$ cat config.mk
export PLATFORM = sky130hd
export DESIGN_NAME = seg7_scan_capture
export DESIGN_NICKNAME = d
export VERILOG_FILES = /design/src/rtl/seg7_cap_pkg.sv /design/src/rtl/seg7_decode.sv /design/src/rtl/seg7_scan_capture.sv
export SDC_FILE = /design/constraint.sdc
export NUM_CORES = 1
export LEC_CHECK = 0
export CAP_MARGIN = 5
export CELL_PAD_IN_SITES_DETAIL_PLACEMENT = 1
export CELL_PAD_IN_SITES_GLOBAL_PLACEMENT = 2
export CORE_MARGIN = 2
export CORE_UTILIZATION = 30
export DETAILED_ROUTE_END_ITERATION = 7
export PLACE_DENSITY = 0.64
export SLEW_MARGIN = 25
export SYNTH_ARGS = -nofsm -noshare
export SYNTH_HDL_FRONTEND = slang
export SYNTH_SLANG_ARGS = --single-unit
$ cat constraint.sdc
create_clock -name clk -period 4.23 [get_ports clk]
set_input_delay 1.0575 -clock clk [delete_from_list [all_inputs] [get_ports clk]]
set_output_delay 1.0575 -clock clk [all_outputs]
set_load 0.03 [all_outputs]
$ cat src/rtl/seg7_cap_pkg.sv
// rtl/seg7_cap_pkg.sv - segment codes, digit/BCD types and select helpers for the scan capture
package seg7_cap_pkg;

  localparam int NUM_DIGITS = 6;

  localparam logic [6:0] SEG_0 = 7'h7E;
  localparam logic [6:0] SEG_1 = 7'h30;
  localparam logic [6:0] SEG_2 = 7'h6D;
  localparam logic [6:0] SEG_3 = 7'h79;
  localparam logic [6:0] SEG_4 = 7'h33;
  localparam logic [6:0] SEG_5 = 7'h5B;
  localparam logic [6:0] SEG_6 = 7'h5F;
  localparam logic [6:0] SEG_7 = 7'h70;
  localparam logic [6:0] SEG_8 = 7'h7F;
  localparam logic [6:0] SEG_9 = 7'h7B;

  // Digit index follows select bit position: 5=hour_h ... 0=sec_l
  typedef logic [2:0] digit_idx_t;
  typedef logic [3:0] bcd_t;

  typedef enum logic [1:0] {
    ST_IDLE,
    ST_DWELL,
    ST_HELD
  } cap_state_t;

  function automatic logic sel_is_one_low(input logic [5:0] sel);
    return $onehot(~sel);
  endfunction

  function automatic digit_idx_t sel_to_idx(input logic [5:0] sel);
    digit_idx_t idx;
    idx = '0;
    for (int i = 0; i < NUM_DIGITS; i++) begin
      if (!sel[i]) idx = digit_idx_t'(i);
    end
    return idx;
  endfunction

endpackage

$ cat src/rtl/seg7_decode.sv
// rtl/seg7_decode.sv - combinational seven-segment to BCD decoder with legality flag
module seg7_decode
  import seg7_cap_pkg::*;
(
  input  logic [6:0] seg,
  output logic [3:0] bcd,
  output logic       legal
);

  always_comb begin
    bcd   = '0;
    legal = 1'b1;
    case (seg)
      SEG_0:   bcd = 4'd0;
      SEG_1:   bcd = 4'd1;
      SEG_2:   bcd = 4'd2;
      SEG_3:   bcd = 4'd3;
      SEG_4:   bcd = 4'd4;
      SEG_5:   bcd = 4'd5;
      SEG_6:   bcd = 4'd6;
      SEG_7:   bcd = 4'd7;
      SEG_8:   bcd = 4'd8;
      SEG_9:   bcd = 4'd9;
      default: legal = 1'b0;
    endcase
  end

endmodule

$ cat src/rtl/seg7_scan_capture.sv
// rtl/seg7_scan_capture.sv - debounced capture of a scanned 6-digit HH:MM:SS display into a time frame
// Optional illegal-pattern counter enabled by defining SEG7_CAP_ERR_EN.
module seg7_scan_capture
  import seg7_cap_pkg::*;
#(
  parameter int STABLE_CYCLES = 16
) (
  input  logic       clk,
  input  logic       reset,
  input  logic [5:0] num0_scan_select,
  input  logic [6:0] num0_seg7,
  output logic [1:0] hour_h,
  output logic [3:0] hour_l,
  output logic [2:0] min_h,
  output logic [3:0] min_l,
  output logic [2:0] sec_h,
  output logic [3:0] sec_l,
  output logic       time_valid,
  output logic       frame_pulse,
  output logic       changed_pulse,
  output logic [7:0] err_cnt
);

  localparam logic [7:0] LAST_COUNT = 8'(STABLE_CYCLES - 1);

  logic [5:0]  sel_q;
  logic [6:0]  seg_q;
  logic [12:0] cand;
  logic [7:0]  count;
  cap_state_t  state, state_nxt;
  logic        blank, same, reach, accept;
  logic [3:0]  dec_bcd;
  logic        dec_legal;
  digit_idx_t  idx;

  logic [5:0][3:0] shadow;
  logic [5:0][3:0] shown;
  logic [5:0]      mask;
  logic            first_done;
  logic            in_range;

  always_ff @(posedge clk or posedge reset) begin
    if (reset) begin
      sel_q <= '1;
      seg_q <= '0;
    end else begin
      sel_q <= num0_scan_select;
      seg_q <= num0_seg7;
    end
  end

  seg7_decode u_decode (
    .seg   (seg_q),
    .bcd   (dec_bcd),
    .legal (dec_legal)
  );

  assign blank = !sel_is_one_low(sel_q);
  assign same  = ({sel_q, seg_q} == cand);
  assign idx   = sel_to_idx(sel_q);
  assign reach = (state == ST_DWELL) && same && (count == LAST_COUNT);

  always_ff @(posedge clk or posedge reset) begin
    if (reset) state <= ST_IDLE;
    else       state <= state_nxt;
  end

  always_comb begin
    state_nxt = state;
    if (blank)                             state_nxt = ST_IDLE;
    else if (state == ST_IDLE || !same)    state_nxt = ST_DWELL;
    else if (reach)                        state_nxt = ST_HELD;
  end

  always_comb begin
    accept = reach && dec_legal;
  end

  // Candidate sample and dwell counter; a changed sample restarts the dwell at 1
  always_ff @(posedge clk or posedge reset) begin
    if (reset) begin
      cand  <= '0;
      count <= '0;
    end else if (blank) begin
      count <= '0;
    end else if (state == ST_IDLE || !same) begin
      cand  <= {sel_q, seg_q};
      count <= 8'd1;
    end else if (state == ST_DWELL) begin
      count <= count + 8'd1;
    end
  end

  assign in_range = (shadow[5] <= 4'd2) && !(shadow[5] == 4'd2 && shadow[4] > 4'd3) &&
                    (shadow[3] <= 4'd5) && (shadow[1] <= 4'd5);

  // A completed mask publishes the shadows; an acceptance on that same cycle seeds the next frame
  always_ff @(posedge clk or posedge reset) begin
    if (reset) begin
      shadow        <= '0;
      shown         <= '0;
      mask          <= '0;
      first_done    <= 1'b0;
      frame_pulse   <= 1'b0;
      changed_pulse <= 1'b0;
      time_valid    <= 1'b0;
    end else begin
      frame_pulse   <= 1'b0;
      changed_pulse <= 1'b0;
      if (mask == 6'h3F) begin
        shown         <= shadow;
        frame_pulse   <= 1'b1;
        changed_pulse <= first_done && (shadow != shown);
        time_valid    <= in_range;
        first_done    <= 1'b1;
        mask          <= accept ? (6'd1 << idx) : 6'd0;
      end else if (accept) begin
        mask[idx] <= 1'b1;
      end
      if (accept) shadow[idx] <= dec_bcd;
    end
  end

  assign hour_h = shown[5][1:0];
  assign hour_l = shown[4];
  assign min_h  = shown[3][2:0];
  assign min_l  = shown[2];
  assign sec_h  = shown[1][2:0];
  assign sec_l  = shown[0];

`ifdef SEG7_CAP_ERR_EN
  logic       reject;
  logic [7:0] err_q;

  assign reject = reach && !dec_legal;

  always_ff @(posedge clk or posedge reset) begin
    if (reset)                          err_q <= '0;
    else if (reject && err_q != 8'hFF)  err_q <= err_q + 8'd1;
  end

  assign err_cnt = err_q;
`else
  assign err_cnt = '0;
`endif

endmodule

==> results.md <==
- Syn Std Cell Area: 0.004438 mm²
- DIE HEIGHT: 125.6 µm
- Pin count of the biggest net entering global routing: 54
- VDD IR max: 321.2 µV
- Antenna-violating nets left: 0
- Post-CTS setup buffer count: 0
- Synth top cells by count: nand2_1, dfrtp_1, buf_4, mux2_2, xnor2_1
- Worst EP required: 4460 ps
- CTS clock-pin slew for the worst setup and hold paths: 60 ps
- Clk_lat worst skew: 340 ps
- FP Rows: 44
- Nets: 437
- Fin crit share: 0.7545
- PostCTS Resize Cnt: 0
- Hold_buf cts: 0
- Tightest Pin Transition: 844.5 ps
- Status: complete, no violations
- CTS Buf Count: 9
- Crit path DAT: 3420 ps
- Via-to-Cell Ratio: 4.583
- CORE AREA: 0.01448 mm²
- Count leader, synth: nand2_1
- Setup_tns: 0 ps
- Port bufs: 37
- Antenna diodes: 0
- Mapped Cells: 400
- WL per Instance: 15.08 µm
- Max_slew headroom: 0.4327
- Element type at the critical path start: flip-flop
- Share of post-route cells with drive strength above 1: 0.1635
- Final Setup Violations: 0
- Seq cells post-synth: 94
- Inst Count DP: 590
- Synth top area share: 0.4962
- Crit-path max FO: 15
- DIE AREA: 0.01578 mm²
- Power Dens Cells: 422.5 mW/mm²
- Critical path type: flip-flop to flip-flop
- Avg Inst Size Synth: 11.10 µm²
- Antenna violations before repair: 0
- Clk_skew: 4.917 ps
- Period minus WS final: 3192 ps
- Final HPWL DP: 6427 µm
- Final Hold Viols: 0
- TritonCTS clock tree: built
- RSZ-0062 raised after global routing: no
- Die width: 125.6 µm
- Hold slack: 465.7 ps
- Clock tree root buffer cell: clkbuf_16
- Max cap viols: 0
- Hold Crit Class: flip-flop to flip-flop
- Global Route Usage Sum: 0.1263
- Post-synth EDFFs: 0
- CP endpoint kind: flip-flop
- Final Wtd Congestion: 0.7550
- # clock sinks: 94
- Area contributors post-synth: dfrtp_1, nand2_1, mux2_2
- Area grow syn2layout: 16.30%
- Fin. max-slew vios: 0
- Post-layout util: 0.3565
- First-pass GRT wire length: 15680 µm
- Clock tree buffer depth: 2
- Post-Route WL: 9136 µm
- Leak: 2.484 nW
- TritonRoute pass-1 iters: 4
- Fmax: 313.3 MHz
- Async S/R FF share, synth: 1.000
- Yosys top cell by area: dfrtp_1
- Synth unique cells: 47
- Drt initial violations: 98
- Via count of the first global-routing pass: 2993
- Io pins: 46
- Initial Util: 0.3065
- Final Non-Filler Cells: 606
- DR DRC count: 0
- Via Count: 2777
- Post-synthesis sequential area ratio: 0.5317
- Htree depth: 3
- Main flop type after synthesis: dfrtp_1
- Total gr overflow: 0
- Yosys warns: 0
-- critical path, cell delays in order (launching register included) --
cell	delay [ps]
dfstp_2	580
fa_1	430
inv_1	80
fa_1	410
ha_1	210
fa_1	480
nor2_1	50
and2_1	160
o21ai_1	70
buf_4	250
mux2_2	360
-- metal layers --
| metal | part of all wire | global-route usage | vias up |
|---|---|---|---|
| met4 | 0.012 | 0.03529 | 0 |
| met3 | 0.035 | 0.03483 | 7 |
| li1 | - | - | 1318 |
| met2 | 0.50 | 0.2124 | 42 |
| met5 | 0 | 0 | - |
| met1 | 0.45 | 0.1603 | 1410 |
-- registers in the layout (all words and copies together) (netlist names), 2 cells and up --
| register | cells |
|---|---|
| mask | 6 |
| shadow | 24 |
| sel_q | 6 |
| seg_q | 7 |
| sec_h | 3 |
| state | 2 |
| min_h | 3 |
| hour_h | 2 |
| hour_l | 4 |
| sec_l | 4 |
| shown | 4 |
| count | 8 |
| cand | 13 |
| min_l | 4 |
-- final timing paths --
path	from	endpoint	slack (ps)	cells after the start
max in group asynchronous	reset	sel_q[2]	2380	3
worst max register to register	sel_q[1]	cand[3]	1040	10
worst max-delay path	sel_q[1]	cand[3]	1040	10
worst min-delay path	first_done	first_done	470	1
worst min register to register	first_done	first_done	470	1
min in group asynchronous	reset	hour_l[0]	1130	2
-- layout by cell type (no fill, tap or decap), types with 8 or more instances in the layout --
cell             instances
xnor2_1                 27
mux2_4                   8
conb_1                   8
xor2_1                  18
clkdlybuf4s50_1         37
nand4_1                  9
nor2_1                  11
clkbuf_16                9
mux2_2                  29
dfrtp_1                 88
nand2_1                 89
-- area by class of cell --
class | instances | area, µm²
clock buffer | 13 | 270.3
clock inverter | 3 | 65.06
fill | 1595 | 9318
inverter | 8 | 32.53
multi-input combinational | 262 | 1783
sequential | 94 | 2360
tap | 184 | 230.2
timing repair buffer | 42 | 420.4
-- power breakdown --
group / switching [W] / internal, W / leakage (nW)
logic: 0.000106 / 0.000136 / 1.07
clock network: 0.000331 / 0.000566 / 0.166
registers: 0.0000617 / 0.000980 / 1.25
total: 0.000499 / 0.00168 / 2.48
-- stage by stage --
step / area, µm² / power (W) / worst slack [ps]
after floorplan: 4464 / 0.001245 / 733.8
after global placement: 4826 / 0.001298 / 1098
after detailed placement: 4826 / 0.001309 / 1013
after CTS: 5161 / 0.002225 / 1006
after global routing: 5161 / 0.002299 / 886.2
final: 5161 / 0.002181 / 1038
-- cell families after synthesis --
family | after synthesis | share of synthesized area
AO/OA/AOI/OAI | 16 | 0.02537
XOR/XNOR | 45 | 0.08881
adder cells (fa/ha/maj) | 5 | 0.01917
flip-flops | 94 | 0.5317
other | 1 | 0.0008450
AND/OR/NAND/NOR | 150 | 0.1587
buffers and inverters | 51 | 0.07246
multiplexers | 38 | 0.1029
Power figures use the tool's default switching activity.
